[config.mk]
export PLATFORM = sky130hd
export DESIGN_NAME = masked_gf16_inverter_stream
export DESIGN_NICKNAME = d
export VERILOG_FILES = /design/src/rtl/masked_inv_pkg.sv /design/src/rtl/masked_gf16_inverter_stream_dom_gf4_mul_en.sv /design/src/rtl/masked_gf16_inverter_stream.sv
export SDC_FILE = /design/constraint.sdc
export NUM_CORES = 1
export LEC_CHECK = 0
export CAP_MARGIN = 20
export CELL_PAD_IN_SITES_DETAIL_PLACEMENT = 0
export CELL_PAD_IN_SITES_GLOBAL_PLACEMENT = 2
export CORE_AREA = 2 2 80 82
export DETAILED_ROUTE_END_ITERATION = 12
export DIE_AREA = 0 0 82 84
export MAX_ROUTING_LAYER = met4
export PLACE_DENSITY = 0.88
export REMOVE_ABC_BUFFERS = 1
export SLEW_MARGIN = 20
export SYNTH_ARGS = -nofsm -noshare
export SYNTH_HDL_FRONTEND = slang
export SYNTH_SLANG_ARGS = --single-unit
[constraint.sdc]
create_clock -name ClkxCI -period 4.3 [get_ports ClkxCI]
set_input_delay 1.075 -clock ClkxCI [delete_from_list [all_inputs] [get_ports ClkxCI]]
set_output_delay 1.075 -clock ClkxCI [all_outputs]
set_load 0.01 [all_outputs]
[src/rtl/masked_inv_pkg.sv]
// Shared GF(2^2) arithmetic and share-slicing helpers for the masked GF(2^4) inverter.
// GF(2^2) uses polynomial basis w^2 = w + 1; GF(2^4) uses the normal basis {Y^4, Y}
// with Y^2 + Y + w = 0, so the inverse of {A, B} is {B*E, A*E}, E = (nu*(A^B)^2 ^ A*B)^-1.
package masked_inv_pkg;

    function automatic logic [1:0] gf4_mul(input logic [1:0] a, input logic [1:0] b);
        return {(a[1] & b[1]) ^ (a[1] & b[0]) ^ (a[0] & b[1]),
                (a[1] & b[1]) ^ (a[0] & b[0])};
    endfunction

    // nu * t^2 with nu = w collapses to a bit swap in this basis
    function automatic logic [1:0] gf4_sq_sc(input logic [1:0] t);
        return {t[0], t[1]};
    endfunction

    // squaring is the GF(2^2) inverse and is linear, so it is applied share-wise
    function automatic logic [1:0] gf4_sq(input logic [1:0] t);
        return {t[1], t[1] ^ t[0]};
    endfunction

    // one 2-bit mask per unordered share pair
    function automatic int rnd_width(input int shares);
        return shares * (shares - 1);
    endfunction

    // index of unordered pair (i, j), i < j
    function automatic int pair_idx(input int i, input int j, input int shares);
        int p;
        p = 0;
        for (int k = 0; k < i; k++) p = p + shares - 1 - k;
        return p + j - i - 1;
    endfunction

    function automatic logic [1:0] nib_hi(input logic [3:0] n);
        return n[3:2];
    endfunction

    function automatic logic [1:0] nib_lo(input logic [3:0] n);
        return n[1:0];
    endfunction

endpackage

[src/rtl/masked_gf16_inverter_stream_dom_gf4_mul_en.sv]
// One DOM GF(2^2) multiplier stage with enable and bubble clear.
// Registers hold the inner-domain (diagonal) and masked cross-domain terms;
// the output is the share-wise XOR compression of those registers.
module dom_gf4_mul_en
    import masked_inv_pkg::*;
#(
    parameter int SHARES = 2,
    parameter bit SQSC   = 1'b0
) (
    input  logic                         clk,
    input  logic                         rst_n,
    input  logic                         en,
    input  logic                         clr,
    input  logic [2*SHARES-1:0]          x,
    input  logic [2*SHARES-1:0]          y,
    input  logic [rnd_width(SHARES)-1:0] z,
    output logic [2*SHARES-1:0]          q
);

    localparam int TW = 2 * SHARES * SHARES;

    logic [TW-1:0] term_d, term_q;

    // next partial products: diagonal stays in its domain, cross terms get the pair mask
    always_comb begin
        term_d = term_q;
        if (en) begin
            for (int i = 0; i < SHARES; i++) begin
                for (int j = 0; j < SHARES; j++) begin
                    if (clr) begin
                        term_d[2*(i*SHARES+j) +: 2] = 2'b00;
                    end else if (i == j) begin
                        term_d[2*(i*SHARES+j) +: 2] = gf4_mul(x[2*i +: 2], y[2*i +: 2])
                            ^ (SQSC ? gf4_sq_sc(x[2*i +: 2] ^ y[2*i +: 2]) : 2'b00);
                    end else begin
                        term_d[2*(i*SHARES+j) +: 2] = gf4_mul(x[2*i +: 2], y[2*j +: 2])
                            ^ z[2*((i < j) ? pair_idx(i, j, SHARES) : pair_idx(j, i, SHARES)) +: 2];
                    end
                end
            end
        end
    end

    // term registers
    always_ff @(posedge clk or negedge rst_n) begin
        if (!rst_n) term_q <= '0;
        else        term_q <= term_d;
    end

    // compression of each output domain
    always_comb begin
        q = '0;
        for (int i = 0; i < SHARES; i++)
            for (int j = 0; j < SHARES; j++)
                q[2*i +: 2] = q[2*i +: 2] ^ term_q[2*(i*SHARES+j) +: 2];
    end

endmodule

[src/rtl/masked_gf16_inverter_stream.sv]
// Valid/ready streamed d-share DOM-masked GF(2^4) inverter, two register stages.
// Optional macro MASKED_INV_BUBBLE_CLEAR_EN: stage registers load zero shares for bubbles.
module masked_gf16_inverter_stream
    import masked_inv_pkg::*;
#(
    parameter int SHARES = 2
) (
    input  logic                         ClkxCI,
    input  logic                         RstxBI,
    input  logic                         InValidxSI,
    output logic                         InReadyxSO,
    input  logic [4*SHARES-1:0]          _XxDI,
    input  logic [rnd_width(SHARES)-1:0] _Zmul1xDI,
    input  logic [rnd_width(SHARES)-1:0] _Zmul2xDI,
    input  logic [rnd_width(SHARES)-1:0] _Zmul3xDI,
    output logic                         OutValidxSO,
    input  logic                         OutReadyxSI,
    output logic [4*SHARES-1:0]          _QxDO
);

    logic                  en, clr1, clr2;
    logic                  v1_d, v1_q, v2_d, v2_q;
    logic [4*SHARES-1:0]   x_d, x_q;
    logic [2*SHARES-1:0]   a_in, b_in, a_s1, b_s1, e_s1, e_inv, ae_s2, be_s2;

    assign en          = ~v2_q | OutReadyxSI;
    assign InReadyxSO  = en;
    assign OutValidxSO = v2_q;

`ifdef MASKED_INV_BUBBLE_CLEAR_EN
    assign clr1 = ~InValidxSI;
    assign clr2 = ~v1_q;
`else
    assign clr1 = 1'b0;
    assign clr2 = 1'b0;
`endif

    // valid pipeline and A/B share delay, all frozen while the output is stalled
    always_comb begin
        v1_d = v1_q;
        v2_d = v2_q;
        x_d  = x_q;
        if (en) begin
            v1_d = InValidxSI;
            v2_d = v1_q;
            x_d  = clr1 ? '0 : _XxDI;
        end
    end

    // pipeline registers
    always_ff @(posedge ClkxCI or negedge RstxBI) begin
        if (!RstxBI) begin
            v1_q <= 1'b0;
            v2_q <= 1'b0;
            x_q  <= '0;
        end else begin
            v1_q <= v1_d;
            v2_q <= v2_d;
            x_q  <= x_d;
        end
    end

    // share slicing, share-wise GF(2^2) inversion of E, output packing
    always_comb begin
        a_in  = '0;
        b_in  = '0;
        a_s1  = '0;
        b_s1  = '0;
        e_inv = '0;
        _QxDO = '0;
        for (int i = 0; i < SHARES; i++) begin
            a_in[2*i +: 2]  = nib_hi(_XxDI[4*i +: 4]);
            b_in[2*i +: 2]  = nib_lo(_XxDI[4*i +: 4]);
            a_s1[2*i +: 2]  = nib_hi(x_q[4*i +: 4]);
            b_s1[2*i +: 2]  = nib_lo(x_q[4*i +: 4]);
            e_inv[2*i +: 2] = gf4_sq(e_s1[2*i +: 2]);
            _QxDO[4*i +: 4] = {be_s2[2*i +: 2], ae_s2[2*i +: 2]};
        end
    end

    dom_gf4_mul_en #(.SHARES(SHARES), .SQSC(1'b1)) u_mul_e (
        .clk(ClkxCI), .rst_n(RstxBI), .en(en), .clr(clr1),
        .x(a_in), .y(b_in), .z(_Zmul1xDI), .q(e_s1)
    );

    dom_gf4_mul_en #(.SHARES(SHARES), .SQSC(1'b0)) u_mul_ae (
        .clk(ClkxCI), .rst_n(RstxBI), .en(en), .clr(clr2),
        .x(a_s1), .y(e_inv), .z(_Zmul2xDI), .q(ae_s2)
    );

    dom_gf4_mul_en #(.SHARES(SHARES), .SQSC(1'b0)) u_mul_be (
        .clk(ClkxCI), .rst_n(RstxBI), .en(en), .clr(clr2),
        .x(b_s1), .y(e_inv), .z(_Zmul3xDI), .q(be_s2)
    );

endmodule
Yosys cells after proc, flatten, opt, wreduce, memory -nomap -nowiden
Index checks and enable logic that the tools add are counted.
{ "totals": {"regBits": 34, "input_bits": 18, "output_inout_bits": 10, "elab_cells": 110} }
{ "classes": {"bitwise_logic": 104} }
{ "ops": {"columns": ["op", "n"], "rows": [
  ["bitwise AND 1 bit", 48],
  ["bitwise XOR 1 bit", 38],
  ["bitwise XOR 2 bit", 16],
  ["NOT 1 bit", 1],
  ["bitwise OR 1 bit", 1]
]} }

Longest topological paths before layout
{ "depth": {"word_depth": 6, "mapped_depth": 6, "ltp_nobuf": 5} }

By module
From an unflattened synthesis, not the netlist that was laid out.
{ "hier_totals": {"cells_unflattened": 228, "hier_area_um2": 2240.9} }
{ "modules_own_cells": {"columns": ["mod", "instances", "cells_each", "area_per_inst_um2"], "rows": [
  ["dom_gf4_mul_en (u_mul_ae ...)", 2, 66, 570.5],
  ["dom_gf4_mul_en (u_mul_e)", 1, 71, 665.6],
  ["masked_gf16_inverter_stream", 1, 25, 434.2]
]} }

Worst setup path after synthesis
Ideal clock, no wire load.
{ "synth_timing": {"path_type": "input -> output", "startpoint": "input OutReadyxSI", "endpoint": "output InReadyxSO", "arrival_time_ps": 1800, "required_time_ps": 3225, "setup_slack_ps": 1425, "cell_stages": 4, "path_cell_list": "nor2b_1 -> clkbuf_1 -> clkinv_1 -> clkbuf_1"} }
{ "synth_via": {"elab_chain_len": 1} }
{ "synth_lines": {"columns": ["element", "line", "text"], "rows": [
  ["start, declared", "masked_gf16_inverter_stream.sv:17", "input logic OutReadyxSI,"],
  ["bitwise OR 1 bit", "masked_gf16_inverter_stream.sv:26", "assign en = ~v2_q | OutReadyxSI;"],
  ["end, declared", "masked_gf16_inverter_stream.sv:11", "output logic InReadyxSO,"]
]} }
Every way passes these cells.

Worst setup path in the final report
Ends and elaborated chain as after synthesis.

==> flow_summary.ini <==
[outcome]
status = finished, final reports clean

[critical_path]
worst_ep_required_time_ns = 3.22
critical-path-slowest-cell = sky130_fd_sc_hd__clkdlybuf4s50_1
timing.critical_path.mode_cell = sky130_fd_sc_hd__clkdlybuf4s50_1
arrival_ns = 2.18
cp_slowest_stage_delay_ns = 0.48
critPathMaxFanout = 2
r2r.worst_path.cells = 4
worstPathCellList = clkdlybuf4s50_1, nor2b_2, clkinv_1, clkdlybuf4s50_1
critPathTopFamily = buffers and inverters
end_kind = output port
worst-path-stages = 4
crit_path_start_kind = input port
crit_path_category = input port to output port
worstPathBufferInverterCount = 3

[finish]
final_area_um2 = 2570
finish.utilization_pct = 42.1
final_layout_size_suffix_gt1_share_pct = 6.06
antenna-diode-count = 0
mostFrequentLayoutCell = sky130_fd_sc_hd__nand2_1
nets = 285
commonest_non_fill_non_tap_cells_in_the_layout = sky130_fd_sc_hd__nand2_1 (40), sky130_fd_sc_hd__dfrtp_1 (34), sky130_fd_sc_hd__clkdlybuf4s50_1 (27), sky130_fd_sc_hd__nor2_1 (26)
area.growth.synth_to_final_pct = 21.9

[timing]
hold_ws_ns = 0.462
finalSetupViolCount = 0
timing.clock.skew_ns = 0.00628
final_cycle_share_pct = 75.7
hold_violations = 0
fmax_achieved_mhz = 307
finalSetupTns_ns = 0
timing.final.max_slew_violations = 0
tightestPinTransition_ns = 0.853
finalCriticalPeriod_ns = 3.26
rsz_0062_raised_after_global_routing = no
slew_headroom_pct = 42.7

[synth]
syn-mean-instance-area_um2 = 9.04
ys_ff_latch = 34
ys.warnings.count = 0
yosys.cell_types.count = 28
post_synthesis_instance_area_um2 = 2110
ys_seq_area_share_pct = 40.4
syn_inst = 233

[drt]
average_wire_length_per_cell_after_detail_routing_um = 13.1
vias_per_cell = 4.93
route.vias.total = 1682
remaining_drc_errors = 0
detail_route.wirelength_um = 4470
final_antenna_violating_net_count = 0
drt_pass1_iterations = 4
drt_first_iter_violations = 89

[clocking]
post_cts.repair.setup_buffers = 0
clkTransAtPathRegs_ns = 0.08
cts_hold_buffers = 0
tritoncts = built
ctsHtreeMaxLevel = 2
numCtsBuffers = 5
cts.sinks = 34
clock-root-buffer = sky130_fd_sc_hd__clkbuf_8
resized_after_cts = 0
clk-insertion-delay-late_ns = 0.29
cts_max_path_buffers = 2

[floorplan]
die_area_um2 = 6890
die_width_um = 82
io-pin-count = 28
num_rows = 29
core_region_area_um2 = 6100
die_y_um = 84
floorplan.initialDensity_pct = 34.6

[worst_hold_path]
worstHoldPathCells = 2
worstHoldPathType = flop to flop

[place]
placement.cell_area_um2 = 2470
gp_congestion = 0.764
detailedPlacementHpwl_um = 3150
port_buffers = 27

[grt]
grtUsageTotal_pct = 14.7
antenna_found_initial = 0
grt_pass1_vias = 1581
grt_overflow = 0
grt_start_max_net_pins = 35
grt_first_pass_wirelength_um = 7590

[power]
irDropWorstVdd_mv = 0.220
static-leakage-power_uw = 0.00110
p_total_uw = 1430
power_density_nw_per_um2 = 555

[flow_run]
cap_violations = 0
final timing paths:
kind / start / to / slack [ns]
worst max-delay path: OutReadyxSI / InReadyxSO / 1.04
min in group asynchronous: RstxBI / u_mul_be.term_q[6] / 1.18
worst max register to register: u_mul_e.term_q[5] / u_mul_be.term_q[3] / 2.46
worst min register to register: v1_q / v1_q / 0.46
max in group asynchronous: RstxBI / u_mul_ae.term_q[5] / 2.79
worst min-delay path: v1_q / v1_q / 0.46
report_power, final:
group          switching (uW)  internal [uW]  total [uW]
logic                     319            344         664
clock network             124            129         253
registers                86.3            422         509
total                     530            895        1430
layer usage:
layer / share of wire [%] / vias to the layer above / GRT usage [%]
met3: 3.7 / 6 / 2.92
met2: 45 / 30 / 21.9
met1: 49 / 803 / 19.9
met4: 1.7 / 0 / 4.85
met5: 0 / - / -
li1: - / 843 / -
metrics by stage:
step | instances | worst slack (ns)
finish | 341 | 1.04
global route | 341 | 0.961
CTS | 341 | 1.03
detailed placement | 333 | 1.03
global placement | 333 | 1.02
floorplan | 226 | 0.0729
final cells by class:
class / instances / area (um2)
clock buffer: 6 / 82.6
clock inverter: 2 / 12.5
fill: 638 / 3530
inverter: 9 / 33.8
multi-input combinational: 183 / 1200
sequential: 34 / 851
tap: 77 / 96.3
timing repair buffer: 30 / 293
logic make-up (layout without fill, tap and decap cells):
group / after synthesis / after routing / share of synthesized area [%]
compound gates: 53 / 53 / 15.8
xor+xnor: 42 / 42 / 21.5
fa+ha+maj: 4 / 4 / 2.38
buf+inv: 16 / 47 / 2.85
flops: 34 / 34 / 40.4
simple gates: 84 / 84 / 17.1
registers in the layout, summed over array words and instances (netlist names):
| name | count |
|---|---|
| u_mul_ae.term_q | 8 |
| u_mul_be.term_q | 8 |
| u_mul_e.term_q | 8 |
| x_q | 8 |
| OutValidxSO | 1 |
| v1_q | 1 |
worst reg2reg max path: cells and delay by family, from the launching register on:
family           cells  cell delay (ns)
AND/OR/NAND/NOR      1             0.14
XOR/XNOR             2             1.08
AO/OA/AOI/OAI        1             0.12
flip-flops           1             0.43
synth_stat cells:
library cell,count,area share (%)
sky130_fd_sc_hd__nand2_1,40,7.1
sky130_fd_sc_hd__dfrtp_1,34,40
sky130_fd_sc_hd__nor2_1,26,4.6
sky130_fd_sc_hd__o21ai_0,20,4.8
sky130_fd_sc_hd__xnor2_1,20,8.3
sky130_fd_sc_hd__xor2_1,14,5.8
sky130_fd_sc_hd__inv_1,8,1.4
sky130_fd_sc_hd__clkbuf_1,7,1.2
sky130_fd_sc_hd__nor3_1,7,1.7
sky130_fd_sc_hd__o211ai_1,5,1.8
sky130_fd_sc_hd__a211oi_1,4,1.4
sky130_fd_sc_hd__a21oi_1,4,0.95
sky130_fd_sc_hd__a31oi_1,4,1.2
sky130_fd_sc_hd__ha_1,4,2.4
sky130_fd_sc_hd__o211a_1,4,1.9
sky130_fd_sc_hd__o21ai_1,4,0.95
sky130_fd_sc_hd__o31ai_1,4,1.4
sky130_fd_sc_hd__xnor3_1,4,4.3
sky130_fd_sc_hd__a21boi_0,3,1.1
sky130_fd_sc_hd__nand3_1,3,0.71
sky130_fd_sc_hd__nor2b_1,3,0.89
sky130_fd_sc_hd__nand3b_1,2,0.71
sky130_fd_sc_hd__nand4bb_1,2,1.1
sky130_fd_sc_hd__xnor2_2,2,1.5
sky130_fd_sc_hd__xor2_2,2,1.5
sky130_fd_sc_hd__a21boi_1,1,0.36
sky130_fd_sc_hd__clkinv_1,1,0.18
sky130_fd_sc_hd__nand2b_1,1,0.30
(Power assumes the default switching activity.)
